[config.mk]
export PLATFORM = sky130hd
export DESIGN_NAME = botao_eventos_flat
export DESIGN_NICKNAME = d
export VERILOG_FILES = /design/src/rtl/botao_eventos_if.sv /design/src/rtl/botao_eventos.sv /design/src/flat_wrapper.sv
export SDC_FILE = /design/constraint.sdc
export NUM_CORES = 1
export LEC_CHECK = 0
export BUFFER_PORTS_ARGS = -buffer_cell sky130_fd_sc_hd__buf_2
export CAP_MARGIN = 10
export CORE_AREA = 2 2 79 81
export CTS_CLUSTER_SIZE = 8
export DETAILED_ROUTE_END_ITERATION = 10
export DIE_AREA = 0 0 81 83
export PLACE_DENSITY = 0.55
export SLEW_MARGIN = 0
export SYNTH_ARGS = -nofsm -noshare
export SYNTH_HDL_FRONTEND = slang
export SYNTH_SLANG_ARGS = --single-unit
[constraint.sdc]
create_clock -name clk -period 3.65 [get_ports clk]
set_clock_uncertainty 0.15 [all_clocks]
set_input_delay 0.365 -clock clk [delete_from_list [all_inputs] [get_ports clk]]
set_output_delay 0.365 -clock clk [all_outputs]
set_load 0.03 [all_outputs]
[src/rtl/botao_eventos_if.sv]
// Button event bus: debounced level in, classified event pulses out.
interface botao_eventos_if;
    logic botao_debouce;
    logic pulso_curto;
    logic pulso_longo;
    logic pulso_repeticao;
    logic pressionado;

    // Side that drives the button level and consumes the events
    modport master (
        output botao_debouce,
        input  pulso_curto,
        input  pulso_longo,
        input  pulso_repeticao,
        input  pressionado
    );

    // Side that classifies the button level into events
    modport slave (
        input  botao_debouce,
        output pulso_curto,
        output pulso_longo,
        output pulso_repeticao,
        output pressionado
    );
endinterface

[src/rtl/botao_eventos.sv]
// Button event classifier: turns the debounced button level into one-cycle
// short-press, long-press and auto-repeat pulses plus a registered "held" level.
module botao_eventos #(
    parameter int unsigned LONGO_CICLOS  = 25000000,
    parameter int unsigned REPETE_CICLOS = 5000000,
    parameter int unsigned CONT_W        = 25
) (
    input  logic              clk,
    input  logic              rst,
    botao_eventos_if.slave    bus
);

    typedef enum logic [1:0] {
        OCIOSO      = 2'b00,
        PRESSIONADO = 2'b01,
        REPETINDO   = 2'b10,
        INVALIDO    = 2'b11
    } estado_t;

    localparam logic [CONT_W-1:0] LONGO_FIM  = CONT_W'(LONGO_CICLOS - 1);
    localparam logic [CONT_W-1:0] REPETE_FIM = CONT_W'(REPETE_CICLOS - 1);
    localparam logic [CONT_W-1:0] CONT_UM    = CONT_W'(1);

    estado_t           estado_q, estado_d;
    logic [CONT_W-1:0] cont_q, cont_d;
    logic              botao_ant_q, botao_ant_d;
    logic              pulso_curto_q, pulso_curto_d;
    logic              pulso_longo_q, pulso_longo_d;
    logic              pulso_repeticao_q, pulso_repeticao_d;
    logic              pressionado_q, pressionado_d;

    // State, counter and output registers; botao_ant resets high so a button
    // already held at reset release must be seen low before it counts.
    always_ff @(posedge clk or posedge rst) begin
        if (rst) begin
            estado_q          <= OCIOSO;
            cont_q            <= '0;
            botao_ant_q       <= 1'b1;
            pulso_curto_q     <= 1'b0;
            pulso_longo_q     <= 1'b0;
            pulso_repeticao_q <= 1'b0;
            pressionado_q     <= 1'b0;
        end else begin
            estado_q          <= estado_d;
            cont_q            <= cont_d;
            botao_ant_q       <= botao_ant_d;
            pulso_curto_q     <= pulso_curto_d;
            pulso_longo_q     <= pulso_longo_d;
            pulso_repeticao_q <= pulso_repeticao_d;
            pressionado_q     <= pressionado_d;
        end
    end

    // Next-state, counter and pulse decode; release has priority over the
    // terminal count so a release on the threshold edge is a short press.
    always_comb begin
        estado_d          = estado_q;
        cont_d            = cont_q;
        botao_ant_d       = bus.botao_debouce;
        pulso_curto_d     = 1'b0;
        pulso_longo_d     = 1'b0;
        pulso_repeticao_d = 1'b0;

        case (estado_q)
            OCIOSO: begin
                if (bus.botao_debouce && !botao_ant_q) begin
                    estado_d = PRESSIONADO;
                    cont_d   = '0;
                end
            end
            PRESSIONADO: begin
                if (!bus.botao_debouce) begin
                    pulso_curto_d = 1'b1;
                    estado_d      = OCIOSO;
                    cont_d        = '0;
                end else if (cont_q == LONGO_FIM) begin
                    pulso_longo_d = 1'b1;
                    estado_d      = REPETINDO;
                    cont_d        = '0;
                end else begin
                    cont_d = cont_q + CONT_UM;
                end
            end
            REPETINDO: begin
                if (!bus.botao_debouce) begin
                    estado_d = OCIOSO;
                    cont_d   = '0;
                end else if (cont_q == REPETE_FIM) begin
                    pulso_repeticao_d = 1'b1;
                    cont_d            = '0;
                end else begin
                    cont_d = cont_q + CONT_UM;
                end
            end
            default: begin
                estado_d = OCIOSO;
                cont_d   = '0;
            end
        endcase

        // Registered from the next state so it rises on the press-detect edge
        pressionado_d = (estado_d != OCIOSO);
    end

    assign bus.pulso_curto     = pulso_curto_q;
    assign bus.pulso_longo     = pulso_longo_q;
    assign bus.pulso_repeticao = pulso_repeticao_q;
    assign bus.pressionado     = pressionado_q;

endmodule

[src/flat_wrapper.sv]
// flat-port wrapper written by rule: the top's interface ports become plain ports
module botao_eventos_flat 
#(
    parameter int unsigned LONGO_CICLOS  = 25000000,
    parameter int unsigned REPETE_CICLOS = 5000000,
    parameter int unsigned CONT_W        = 25
)
  (clk, rst, bus_botao_debouce, bus_pulso_curto, bus_pulso_longo, bus_pulso_repeticao, bus_pressionado);
  botao_eventos_if bus_i ();
  input  logic clk;
  input  logic rst;
  input wire logic [$bits(bus_i.botao_debouce)-1:0] bus_botao_debouce;
  output wire logic [$bits(bus_i.pulso_curto)-1:0] bus_pulso_curto;
  output wire logic [$bits(bus_i.pulso_longo)-1:0] bus_pulso_longo;
  output wire logic [$bits(bus_i.pulso_repeticao)-1:0] bus_pulso_repeticao;
  output wire logic [$bits(bus_i.pressionado)-1:0] bus_pressionado;
  assign bus_i.botao_debouce = bus_botao_debouce;
  assign bus_pulso_curto = bus_i.pulso_curto;
  assign bus_pulso_longo = bus_i.pulso_longo;
  assign bus_pulso_repeticao = bus_i.pulso_repeticao;
  assign bus_pressionado = bus_i.pressionado;
  botao_eventos #(.LONGO_CICLOS(LONGO_CICLOS), .REPETE_CICLOS(REPETE_CICLOS), .CONT_W(CONT_W)) u_core (.clk(clk), .rst(rst), .bus(bus_i));
endmodule
==> Word level (Yosys, flattened, before mapping) <==
Index checks and enable logic that the tools add are counted.
W data, S select, Z words.
{ "word_totals": {"elab_cells": 36, "regBits": 32, "output_inout_bits": 4, "ramBits": 0, "memories": 0, "latch_bits": 0, "in_bits": 3, "mem_bits_ro": 0} }
{ "classes": {"n_eq_ne": 5, "shift": 0, "addsub": 1, "n_reduce_logical": 4, "bitwise_logic": 0, "mux": 19, "div_mod_pow": 0, "magnitude_cmp": 0, "mul": 0} }
{ "ops": {"columns": ["cell", "n"], "rows": [
  ["$mux W25", 5],
  ["$pmux W25 S3", 1],
  ["$add A25 B1 Y25 const B", 1],
  ["$eq A25 B23 Y1 const B", 1],
  ["$eq A25 B25 Y1 const B", 1],
  ["$mux W1", 8],
  ["$mux W2", 4],
  ["$pmux W2 S3", 1],
  ["$eq A2 B1 Y1 const B", 1],
  ["$eq A2 B2 Y1 const B", 1],
  ["$logic_not A2 Y1", 1],
  ["$ne A2 B1 Y1 const B", 1],
  ["$reduce_bool A2 Y1", 1],
  ["$logic_and A1 B1 Y1", 1],
  ["$logic_not A1 Y1", 1]
]} }

==> Longest topological paths before layout <==
{ "logic_depth": {"depth_word": 5, "ltp_mapped": 9, "ltp_nobuf": 7} }

==> Worst setup path after synthesis <==
OpenSTA, ideal clock, no wires.
{ "synth_timing": {"path_kind": "register -> register", "from": "register u_core.cont_q[13]", "to": "register u_core.cont_q[21]", "arrival_time_ps": 1975, "setup_slack_ps": 1404, "period_less_slack_ps": 2246, "required_ps": 3379, "stages_incl_launch_ff": 7, "setup_time_ps": 121, "n_path_buf": 1, "path_cell_list": "dfrtp_1 or4_1 or4_4 o21ai_2 a211oi_4 buf_6 a22o_1"} }
{ "synth_between": {"elab_chain_cells": 4, "elab_cells_between_ends": 8, "classes_between": "add/sub: 1; eq/ne: 2; mux: 5"} }
{ "synth_rtl": {"columns": ["element", "line", "source"], "rows": [
  ["start: declaration", "botao_eventos.sv:25", "logic [CONT_W-1:0] cont_q, cont_d;"],
  ["start signal: assignment", "botao_eventos.sv:45", "cont_q <= cont_d;"],
  ["$add A25 B1 Y25, or another cell as far along", "botao_eventos.sv:81, botao_eventos.sv:92", null],
  ["$mux W25, on equally long branches", "botao_eventos.sv:88, botao_eventos.sv:76", null],
  ["$mux W25, on equally long branches", "botao_eventos.sv:85, botao_eventos.sv:72", null],
  ["$pmux W25 S3 *", "botao_eventos.sv:64", "case (estado_q)"]
]} }
Mark *: on every way between the ends. The rest lies on a longest branch, timed or not.
A chain may end at the register's enable or synchronous reset.

==> Worst setup path in the final report <==
Same ends and word-level chain as after synthesis.

==> results.tsv <==
stage	metric	value	unit
worst_setup_path	path_class	register to register	
worst_setup_path	crit_chain	or4_1 -> or4_4 -> o21ai_2 -> a211oi_4 -> buf_4 -> a21o_1 -> a22o_1	
finish	fin_nets	210	
yosys	synth_nets	204	
placement	portBuffers	6	
routing	drt_first_iter_violations	103	
placement	placed_cell_area	1900	um2
sta	setup_tns	0	ns
routing	post_drt_wl_per_cell	14.7	um
routing	routed_wl	4080	um
routing	ant_nets	0	
routing	drt-vias-per-instance	5.33	
yosys	syn_inst	196	
sta	rsz0062_at_grt	false	
outcome	status	completed	
yosys	yosys_register_bits	32	
routing	first_pass_iters	4	
job	cap_violations	0	
floorplan	die_area	6720	um2
finish	syn_to_final_growth	9.17	%
floorplan	rows	28	
clock_tree	cts_tree	done	
routing	vias	1483	
yosys	synth_edf_count	0	
worst_setup_path	cp-endpoint	u_core.cont_q[21]	
hold_path	min_path_type	input pin to asynchronous set/reset pin	
worst_setup_path	path_delay_family	simple AND/OR/NAND/NOR gates	
finish	antenna_cells	0	
worst_setup_path	r2r_start	u_core.cont_q[13]	
floorplan	die_w	81	um
global_route	antenna_found_initial	0	
worst_setup_path	path_buf_inv	1	
sta	relSlewSlack	60.5	%
worst_setup_path	cp.depth	7	
clock_tree	cts-root-buf	clkbuf_8	
clock_tree	post_cts_buffers	0	
yosys	synth_area_leaders	dfrtp_1 43%, nand2_1 6.2%, a31oi_1 5.2%	
yosys	async_flop_share	100	%
sta	fmax	395	MHz
yosys	syn-cell-area	1810	um2
global_route	grt_usage	13.0	%
worst_setup_path	cp_max_fo	28	
finish	drive_above_1_share	13.8	%
sta	hold_violations	0	
yosys	syn_area_per_cell	9.26	um2
floorplan	io-pin-count	7	
worst_setup_path	cp-end-kind	register	
worst_setup_path	cp-start-kind	register	
worst_setup_path	worstPathArrival	2.56	ns
floorplan	fp.dieH	83	um
clock_tree	path_clk_slew	0.07	ns
power	peakVddDrop	234	uV
floorplan	initial_core_util	31.2	%
sta	fin_crit	2.53	ns
power	p_total	0.000851	W
sta	drv_slew	0	
clock_tree	clock_sinks	32	
worst_setup_path	slowest_stage	or4_1	
routing	drc	0	
clock_tree	cts.path.max_buffers	2	
clock_tree	htreeDepth	2	
worst_setup_path	max_stage_delay	0.53	ns
global_route	grt_pass1_wl	6780	um
yosys	synth_cell_types	41	
floorplan	coreArea	5820	um2
clock_tree	ctsResizeCount	0	
clock_tree	cts_made_buffers	5	
yosys	synth_area_leader_cell	dfrtp_1	
sta	tightest_slew	0.592	ns
global_route	grt-ovfl-total	0	
worst_setup_path	worstSetupStartpoint	u_core.cont_q[13]	
global_route	grt_pass1_vias	1364	
sta	finalCritPeriodShare	69.4	%
power	powerDensity	430	nW/um2
global_route	grt_max_degree	33	
power	power_leakage	0.848	nW
clock_tree	clk-insertion-delay-late	0.29	ns
worst_setup_path	r2r_setup_slack	1.12	ns
sta	finalSetupViolations	0	
yosys	synth_warnings	0	
yosys	ys_seq_area_share	44.2	%
clock_tree	cts_hold_buf	0	
placement	routabilityCongestion	0.798	
yosys	ys.flop_type	dfrtp_1	
yosys	synth.top_cell.area_share	42.8	%
finish	fin_area	1980	um2
worst_setup_path	r2r_end	u_core.cont_q[21]	
worst_setup_path	worstPathRequired	3.68	ns
placement	dp_hpwl	2720	um
worst_setup_path	worstRegToRegCells	7	
## metal layers
metal  part of all wire [%]  wire (um)  vias to the layer above  global-route usage, %
met5                      0          0                        -                      0
met1                     51       2090                      720                   19.3
met4                    1.4         59                        0                   4.16
li1                       -          -                      731                      -
met3                    3.8        155                        7                   3.59
met2                     43       1770                       25                   18.0
## logic make-up after synthesis
family | synth area share, %
compound gates | 19.2
xor+xnor | 2.41
fa+ha+maj | 3.45
buf+inv | 4.76
flops | 44.2
mux | 0.621
simple gates | 25.4
## synthesized netlist by cell type, types with 4 or more instances
master / instances
dfrtp_1: 31
nand2_1: 30
a31oi_1: 15
a21oi_1: 11
nand3_1: 11
o21ai_0: 9
and3_1: 7
inv_1: 7
nand4_1: 7
clkbuf_1: 5
ha_1: 5
a22o_1: 4
a41oi_1: 4
nand2b_1: 4
nor2_1: 4
nor3_1: 4
## flip-flops by register name, indices dropped and copies added (netlist names)
name / count
u_core.cont_q: 25
u_core.estado_q: 2
u_core.botao_ant_q: 1
u_core.bus.pressionado: 1
u_core.bus.pulso_curto: 1
u_core.bus.pulso_longo: 1
u_core.bus.pulso_repeticao: 1
## placed cells by master (no fill, tap or decap), types with 2 or more instances in the layout
master and count:
a21oi_1 11, a31oi_1 15, buf_2 6, nor2_1 4
xor2_1 2, dfrtp_1 31, nor3_1 4, and4b_2 2
a22o_1 4, clkbuf_1 3, a41oi_1 4, nand3_1 11
ha_1 5, clkbuf_8 5, o21ai_0 9, nand4_1 7
inv_1 7, and2_2 2, and3_1 7, nand2b_1 4
buf_4 3, and4_1 3, a21o_1 3, xnor2_1 3
nand2_1 30, o21ai_2 2
## through the flow
step	setup slack [ns]	hold slack (ns)	util [%]	instances
floorplan	1.40	0.219	-	196
global placement	1.17	0.328	32.7	270
detailed placement	1.12	0.332	32.7	270
CTS	1.12	0.0189	34.1	278
global route	1.03	0.0403	34.1	278
finish	1.12	0.00842	34.1	278
## worst min path at each step
stage	to
global route	u_core.cont_q[8]
global placement	u_core.bus.pulso_longo
finish	u_core.cont_q[4]
detailed placement	u_core.bus.pulso_longo
CTS	u_core.estado_q[0]
floorplan	u_core.botao_ant_q
## power breakdown
group	leakage, nW	total [W]	internal, W	switching [W]
logic	0.369	0.000199	0.0000554	0.000144
registers	0.439	0.000385	0.000373	0.0000119
clock network	0.0395	0.000267	0.000135	0.000132
## worst min-delay path: cells and delay by family
family	cells	cell delay, ns
buf+inv	3	0.50
## cell type report
cell class	count	area, um2
clock buffers	8	80.1
inverters	7	26.3
fillers	621	3830
flip-flops and latches	32	802
multi-input cells	147	926
well taps	75	93.8
repair buffers	9	52.6
No activity file was read; power rests on OpenSTA's default activity.
